## config.mk

```make
export PLATFORM = sky130hd
export DESIGN_NAME = timer_capture
export DESIGN_NICKNAME = d
export VERILOG_FILES = /design/src/rtl/timer_pkg.sv /design/src/rtl/cap_fifo.sv /design/src/rtl/timer_capture.sv
export SDC_FILE = /design/constraint.sdc
export NUM_CORES = 1
export LEC_CHECK = 0
export CORE_UTILIZATION = 40
export DETAILED_ROUTE_END_ITERATION = 12
export SYNTH_ARGS = -nofsm -noshare
export SYNTH_HDL_FRONTEND = slang
export SYNTH_SLANG_ARGS = --single-unit
```

## constraint.sdc

```tcl
create_clock -name Clk -period 4.2 [get_ports Clk]
set_input_delay 0.42 -clock Clk [delete_from_list [all_inputs] [get_ports Clk]]
set_output_delay 0.42 -clock Clk [all_outputs]
set_load 0.03 [all_outputs]
```

## src/rtl/timer_pkg.sv

```systemverilog
// Shared constants and types for the timer input-capture block.
package timer_pkg;

    // Default count width and FIFO depth.
    localparam int BIT_DEF   = 32;
    localparam int DEPTH_DEF = 4;

    // Edge-select encodings for the Mode input.
    localparam logic [1:0] MODE_OFF  = 2'b00;
    localparam logic [1:0] MODE_RISE = 2'b01;
    localparam logic [1:0] MODE_FALL = 2'b10;
    localparam logic [1:0] MODE_BOTH = 2'b11;

    // One capture entry at the default width; the FIFO word is packed in the
    // same order ({stamp, delta}) for any Bit.
    typedef struct packed {
        logic [BIT_DEF-1:0] stamp;
        logic [BIT_DEF-1:0] delta;
    } cap_entry_t;

endpackage

```

## src/rtl/cap_fifo.sv

```systemverilog
// Synchronous first-word-fall-through FIFO with a registered head word.
//
// Handshake: a push happens when wr=1 and (full=0 or a pop happens in the same
// cycle); a pop happens when rd=1 and empty=0. rd while empty is ignored, wr
// while full without a pop is ignored (the caller flags the loss). dout holds
// the head entry whenever empty=0 and only changes on a pop or a push into an
// empty FIFO.
module cap_fifo
    import timer_pkg::*;
#(
    parameter int W     = 2 * BIT_DEF,
    parameter int Depth = DEPTH_DEF
) (
    input  logic                     Clk,
    input  logic                     Clr,
    input  logic                     wr,
    input  logic [W-1:0]             din,
    input  logic                     rd,
    output logic [W-1:0]             dout,
    output logic                     full,
    output logic                     empty,
    output logic [$clog2(Depth):0]   count
);

    localparam int AW = $clog2(Depth);

    logic [W-1:0]  mem [Depth];
    logic [AW-1:0] wptr_q;
    logic [AW-1:0] rptr_q;
    logic [AW-1:0] rptr_nx;
    logic [AW:0]   count_q;
    logic [W-1:0]  head_q;
    logic [W-1:0]  head_d;
    logic          push;
    logic          pop;

    assign empty = (count_q == '0);
    assign full  = (count_q == (AW+1)'(Depth));
    assign pop   = rd & ~empty;
    assign push  = wr & (~full | pop);
    assign rptr_nx = rptr_q + 1'b1;

    assign dout  = head_q;
    assign count = count_q;

    // Storage array; written only on an accepted push.
    always_ff @(posedge Clk) begin
        if (push) begin
            mem[wptr_q] <= din;
        end
    end

    // Next head word: the following entry on a pop, or the incoming word when
    // it becomes the only entry.
    always_comb begin
        head_d = head_q;
        if (pop) begin
            if (count_q == (AW+1)'(1)) begin
                if (push) begin
                    head_d = din;
                end
            end else begin
                head_d = mem[rptr_nx];
            end
        end else if (empty && push) begin
            head_d = din;
        end
    end

    // Pointers, occupancy and registered head.
    always_ff @(posedge Clk or negedge Clr) begin
        if (!Clr) begin
            wptr_q  <= '0;
            rptr_q  <= '0;
            count_q <= '0;
            head_q  <= '0;
        end else begin
            head_q <= head_d;
            if (push) begin
                wptr_q <= wptr_q + 1'b1;
            end
            if (pop) begin
                rptr_q <= rptr_nx;
            end
            case ({push, pop})
                2'b10:   count_q <= count_q + 1'b1;
                2'b01:   count_q <= count_q - 1'b1;
                default: count_q <= count_q;
            endcase
        end
    end

endmodule

```

## src/rtl/timer_capture.sv

```systemverilog
// Input-capture unit: timestamps synchronized edges of Sig with the Tin count
// and the interval since the previous accepted capture, queued in a FIFO.
module timer_capture
    import timer_pkg::*;
#(
    parameter int Bit   = BIT_DEF,
    parameter int Depth = DEPTH_DEF
) (
    input  logic                   Clk,
    input  logic                   Clr,
    input  logic                   Enable,
    input  logic [1:0]             Mode,
    input  logic [Bit-1:0]         Tin,
    input  logic                   Sig,
    input  logic                   Rd,
    input  logic                   Ovf_Clr,
    output logic [Bit-1:0]         Stamp,
    output logic [Bit-1:0]         Delta,
    output logic                   Empty,
    output logic                   Full,
    output logic [$clog2(Depth):0] Count,
    output logic                   Ovf
);

    logic           s1;
    logic           s2;
    logic           s3;
    logic           rise;
    logic           fall;
    logic           rise_en;
    logic           fall_en;
    logic           cap;
    logic           accept;
    logic           drop;
    logic [Bit-1:0] last_q;
    logic [Bit-1:0] delta_new;
    logic [2*Bit-1:0] head;

    // Three-flop synchronizer; runs regardless of Enable so that re-enabling
    // never sees a stale level as an edge.
    always_ff @(posedge Clk or negedge Clr) begin
        if (!Clr) begin
            s1 <= 1'b0;
            s2 <= 1'b0;
            s3 <= 1'b0;
        end else begin
            s1 <= Sig;
            s2 <= s1;
            s3 <= s2;
        end
    end

    assign rise    = s2 & ~s3;
    assign fall    = ~s2 & s3;
    assign rise_en = (Mode == MODE_RISE) | (Mode == MODE_BOTH);
    assign fall_en = (Mode == MODE_FALL) | (Mode == MODE_BOTH);
    assign cap     = Enable & ((rise_en & rise) | (fall_en & fall));

    // A capture is lost only when the FIFO is full and nothing leaves it this
    // cycle (Rd while full always pops).
    assign drop      = cap & Full & ~Rd;
    assign accept    = cap & ~drop;
    assign delta_new = Tin - last_q;

    // Reference for the next interval; moves only on an accepted capture.
    always_ff @(posedge Clk or negedge Clr) begin
        if (!Clr) begin
            last_q <= '0;
        end else if (accept) begin
            last_q <= Tin;
        end
    end

    // Sticky overflow; a same-cycle drop beats Ovf_Clr.
    always_ff @(posedge Clk or negedge Clr) begin
        if (!Clr) begin
            Ovf <= 1'b0;
        end else if (drop) begin
            Ovf <= 1'b1;
        end else if (Ovf_Clr) begin
            Ovf <= 1'b0;
        end
    end

    cap_fifo #(
        .W     (2 * Bit),
        .Depth (Depth)
    ) u_fifo (
        .Clk   (Clk),
        .Clr   (Clr),
        .wr    (cap),
        .din   ({Tin, delta_new}),
        .rd    (Rd),
        .dout  (head),
        .full  (Full),
        .empty (Empty),
        .count (Count)
    );

    assign Stamp = head[2*Bit-1:Bit];
    assign Delta = head[Bit-1:0];

endmodule

```

==> impl_metrics.py <==
metrics = {
    "pwr": {
        "switching_share_pct": 34.8,
        "power_frac_comb_pct": 37.0,
        "p_leak_uw": 0.00702,
        "switchingPower_uw": 4660,
        "max-vdd-ir-drop_uv": 307,
        "p_per_area_mw_per_mm2": 707,
        "clkPwrFrac_pct": 24.1,
        "intPower_uw": 8710,
        "p_seq_share_pct": 38.9,
    },
    "drt": {
        "first_iter_violations": 788,
        "first_pass_iters": 5,
        "wl_um": 37100,
        "vias_per_cell": 5.43,
        "vias": 9626,
        "wl_per_cell_um": 20.9,
        "drc": 0,
        "detail-route-antenna-nets": 0,
    },
    "synthesis": {
        "yosys_register_bits": 363,
        "synth_edf_count": 256,
        "synth_xor_area_share_pct": 1.16,
        "synth_flop_cell": "edfxtp_1",
        "syn_area_per_cell_um2": 14.3,
        "synth-compound-area-share_pct": 8.79,
        "yosysWarnings": 0,
        "synthAdderAreaFrac_pct": 3.28,
        "syn-num-nets": 1187,
        "postSynthCellCount": 1106,
        "synth_mux_area_share_pct": 11.4,
        "ys_types": 59,
        "synth_top_family_by_area": "multiplexers",
        "ys_seq_area_share_pct": 65.3,
        "synthSimpleGateAreaFrac_pct": 7.56,
        "async_flop_share_pct": 29.5,
        "syn_area_mm2": 0.0159,
    },
    "critical_path": {
        "critical_path_required_ns": 4.61,
        "end_kind": "flop",
        "critPathLaunchType": "primary input",
        "arrival_ns": 3.53,
        "cp_max_fo": 6,
        "path_class": "primary input to flop",
        "r2r_cells": 9,
        "timing.rr.end": "u_fifo.dout[30]",
        "crit_start": "Tin[0]",
        "reg2reg_slack_ns": 1.28,
        "cp-endpoint": "u_fifo.dout[30]",
        "timing.rr.start": "last_q[0]",
    },
    "clock_tree": {
        "post_cts_buffers": 0,
        "ctsHoldBuffers": 1,
        "clock_sinks": 363,
        "root_buffer": "clkbuf_16",
        "cts_resized": 0,
        "cts_tree": "done",
        "cts.htree.levels": 2,
        "clkTransAtPathRegs_ns": 0.06,
        "clock_latency_ns": 0.53,
        "cts_max_path_buffers": 3,
        "cts_made_buffers": 39,
    },
    "grt": {
        "grt_max_degree": 65,
        "antenna_found_initial": 1,
        "track_usage_pct": 18.7,
        "grt_overflow": 0,
        "grt_pass1_wl_um": 58400,
        "grt_pass1_vias": 10049,
    },
    "sta": {
        "hold_viol_final": 0,
        "min_period_ns": 3.12,
        "rsz0062_at_grt": "false",
        "hold_ws_ns": 0.339,
        "final-setup-viol-count": 0,
        "slew_viol_final": 0,
        "fin_worst_skew_ns": 0.0151,
        "max_slew_margin_pct": 41.9,
        "finalCritPeriodShare_pct": 74.3,
        "worstMarginPinSlew_ns": 0.872,
        "setup-tns-final_ns": 0,
        "fmax_mhz": 321,
        "setup_ws_ns": 1.08,
    },
    "placed_design": {
        "routabilityCongestion": 0.845,
        "dp_hpwl_um": 23200,
        "io_buffers": 109,
        "dp_slack_ns": 0.536,
        "place_area_mm2": 0.0177,
    },
    "hold_path": {
        "hold_path_class": "primary input to flop",
    },
    "cells_and_area": {
        "final_area_mm2": 0.0189,
        "diodes": 0,
        "drive_gt1_share_pct": 12.7,
        "syn_to_final_growth_pct": 19.3,
        "final_nets": 1309,
        "fillerInstances": 3365,
    },
    "run": {
        "drv_cap": 0,
    },
    "die": {
        "core-area_mm2": 0.0389,
        "die_x_um": 201,
        "io_pins": 110,
        "die_area_mm2": 0.0405,
        "die_h_um": 201,
        "initial_core_util_pct": 40.8,
        "rows": 72,
    },
    "status": {
        "status": "complete, no violations",
    },
}
## synth_stat cells (all sizes together) (4+ instances only)
| master | number | area (µm²) |
|---|---|---|
| and3 | 22 | 138 |
| mux4 | 64 | 1440 |
| xor2 | 4 | 35.0 |
| or3 | 4 | 25.0 |
| and2 | 7 | 43.8 |
| clkbuf | 38 | 143 |
| o21a | 13 | 97.6 |
| mux2 | 31 | 349 |
| nand3 | 15 | 75.1 |
| nor3 | 9 | 45.0 |
| o31ai | 10 | 75.1 |
| o211ai | 6 | 45.0 |
| nand2 | 112 | 420 |
| buf | 12 | 52.6 |
| ha | 40 | 500 |
| xnor2 | 17 | 149 |
| nor2 | 76 | 285 |
| a221o | 4 | 40.0 |
| o21ai | 30 | 150 |
| o21bai | 4 | 30.0 |
| a21o | 23 | 173 |
| a21oi | 47 | 239 |
| dfrtp | 107 | 2680 |
| a31oi | 45 | 282 |
| inv | 54 | 203 |
| nor2b | 6 | 37.5 |
| a21boi | 6 | 45.0 |
| or2 | 5 | 31.3 |
| edfxtp | 256 | 7690 |
## state kept, by name, indices dropped and copies added, names as in the netlist
signal and cells:
s3 1, u_fifo.dout 64, u_fifo.rptr_q 2, last_q 32, u_fifo.count 3, s1 1, u_fifo.wptr_q 2, u_fifo.mem 256
s2 1, Ovf 1
## worst min-delay path by stage
stage,cells past startpoint,endpoint,from
final,1,s1,Sig
after global routing,1,s1,Sig
after CTS,1,s1,Sig
after detailed placement,0,s2,s1
after global placement,0,s2,s1
after floorplan,0,Ovf,Clr
## per-stage QoR
stage,std cells,util [%],total power (µW)
after global placement,1704,45.5,10200
after CTS,1774,48.6,13500
after floorplan,1106,-,8470
final,1774,48.6,13400
after global routing,1774,48.6,14100
after detailed placement,1704,45.5,10200
## power by group through the flow
stage | Sequential [µW] | Clock, µW | Combinational, µW
floorplan | 5680 | 0 | 2790
finish | 5200 | 3220 | 4940
CTS | 5220 | 3310 | 4990
global route | 5290 | 3440 | 5380
detailed placement | 5280 | 0 | 4960
global placement | 5270 | 0 | 4910
## routing by layer
metal	share of wire [%]	vias up	wire, µm	global-route usage [%]
met5	0.059	-	22	0
met4	1.8	4	653	4.74
met3	4.9	57	1820	3.11
met2	47	229	17500	29.9
met1	46	4910	17100	26.8
li1	-	4426	-	-
## cell type report
| cell class | instances | area (µm²) | area share (%) |
|---|---|---|---|
| Clock buffer | 49 | 1030 | 5.46 |
| Clock inverter | 20 | 159 | 0.840 |
| Inverter | 54 | 203 | 1.07 |
| Multi-Input combinational cell | 639 | 5150 | 27.2 |
| Sequential cell | 363 | 10400 | 54.8 |
| Tap cell | 518 | 648 | 3.43 |
| Timing Repair Buffer | 131 | 1360 | 7.17 |
## cells in the final DEF, fill, tap and decap left out, types with 4 or more instances in the layout
master,count
edfxtp_1,256
nand2_1,112
clkdlybuf4s50_1,108
dfrtp_1,105
nor2_1,71
mux4_2,64
inv_1,54
a21oi_1,46
a31oi_1,45
ha_1,40
clkbuf_16,39
mux2_1,30
a21o_1,23
and3_1,22
o21ai_1,18
xnor2_1,17
nand3_1,15
buf_4,14
o21a_1,13
o21ai_0,11
o31ai_1,10
nor3_1,9
clkinv_2,8
clkbuf_1,8
buf_12,8
and2_1,7
nor2b_1,6
o211ai_1,6
a21boi_1,6
or2_2,5
nor2_4,5
clkinv_1,5
o21bai_1,4
a221o_1,4
or3_1,4
xor2_1,4
## cell families (layout without fill, tap and decap cells)
group | after synthesis | after routing
flip-flops | 363 | 363
multiplexers | 96 | 96
XOR/XNOR | 21 | 21
buffers and inverters | 104 | 254
AND/OR/NAND/NOR | 269 | 269
adder cells (fa/ha/maj) | 41 | 41
AO/OA/AOI/OAI | 212 | 212
## worst max-delay path, stage by stage
cell and delay [ns]:
clkdlybuf4s50_1 0.57, inv_1 0.09, ha_1 0.23, fa_1 0.41, nor2b_1 0.18, o2111a_1 0.24, o21ai_1 0.20, a2111oi_0 0.53
a211oi_2 0.10, xnor2_1 0.21, a221o_1 0.33
(Power assumes the default switching activity.)
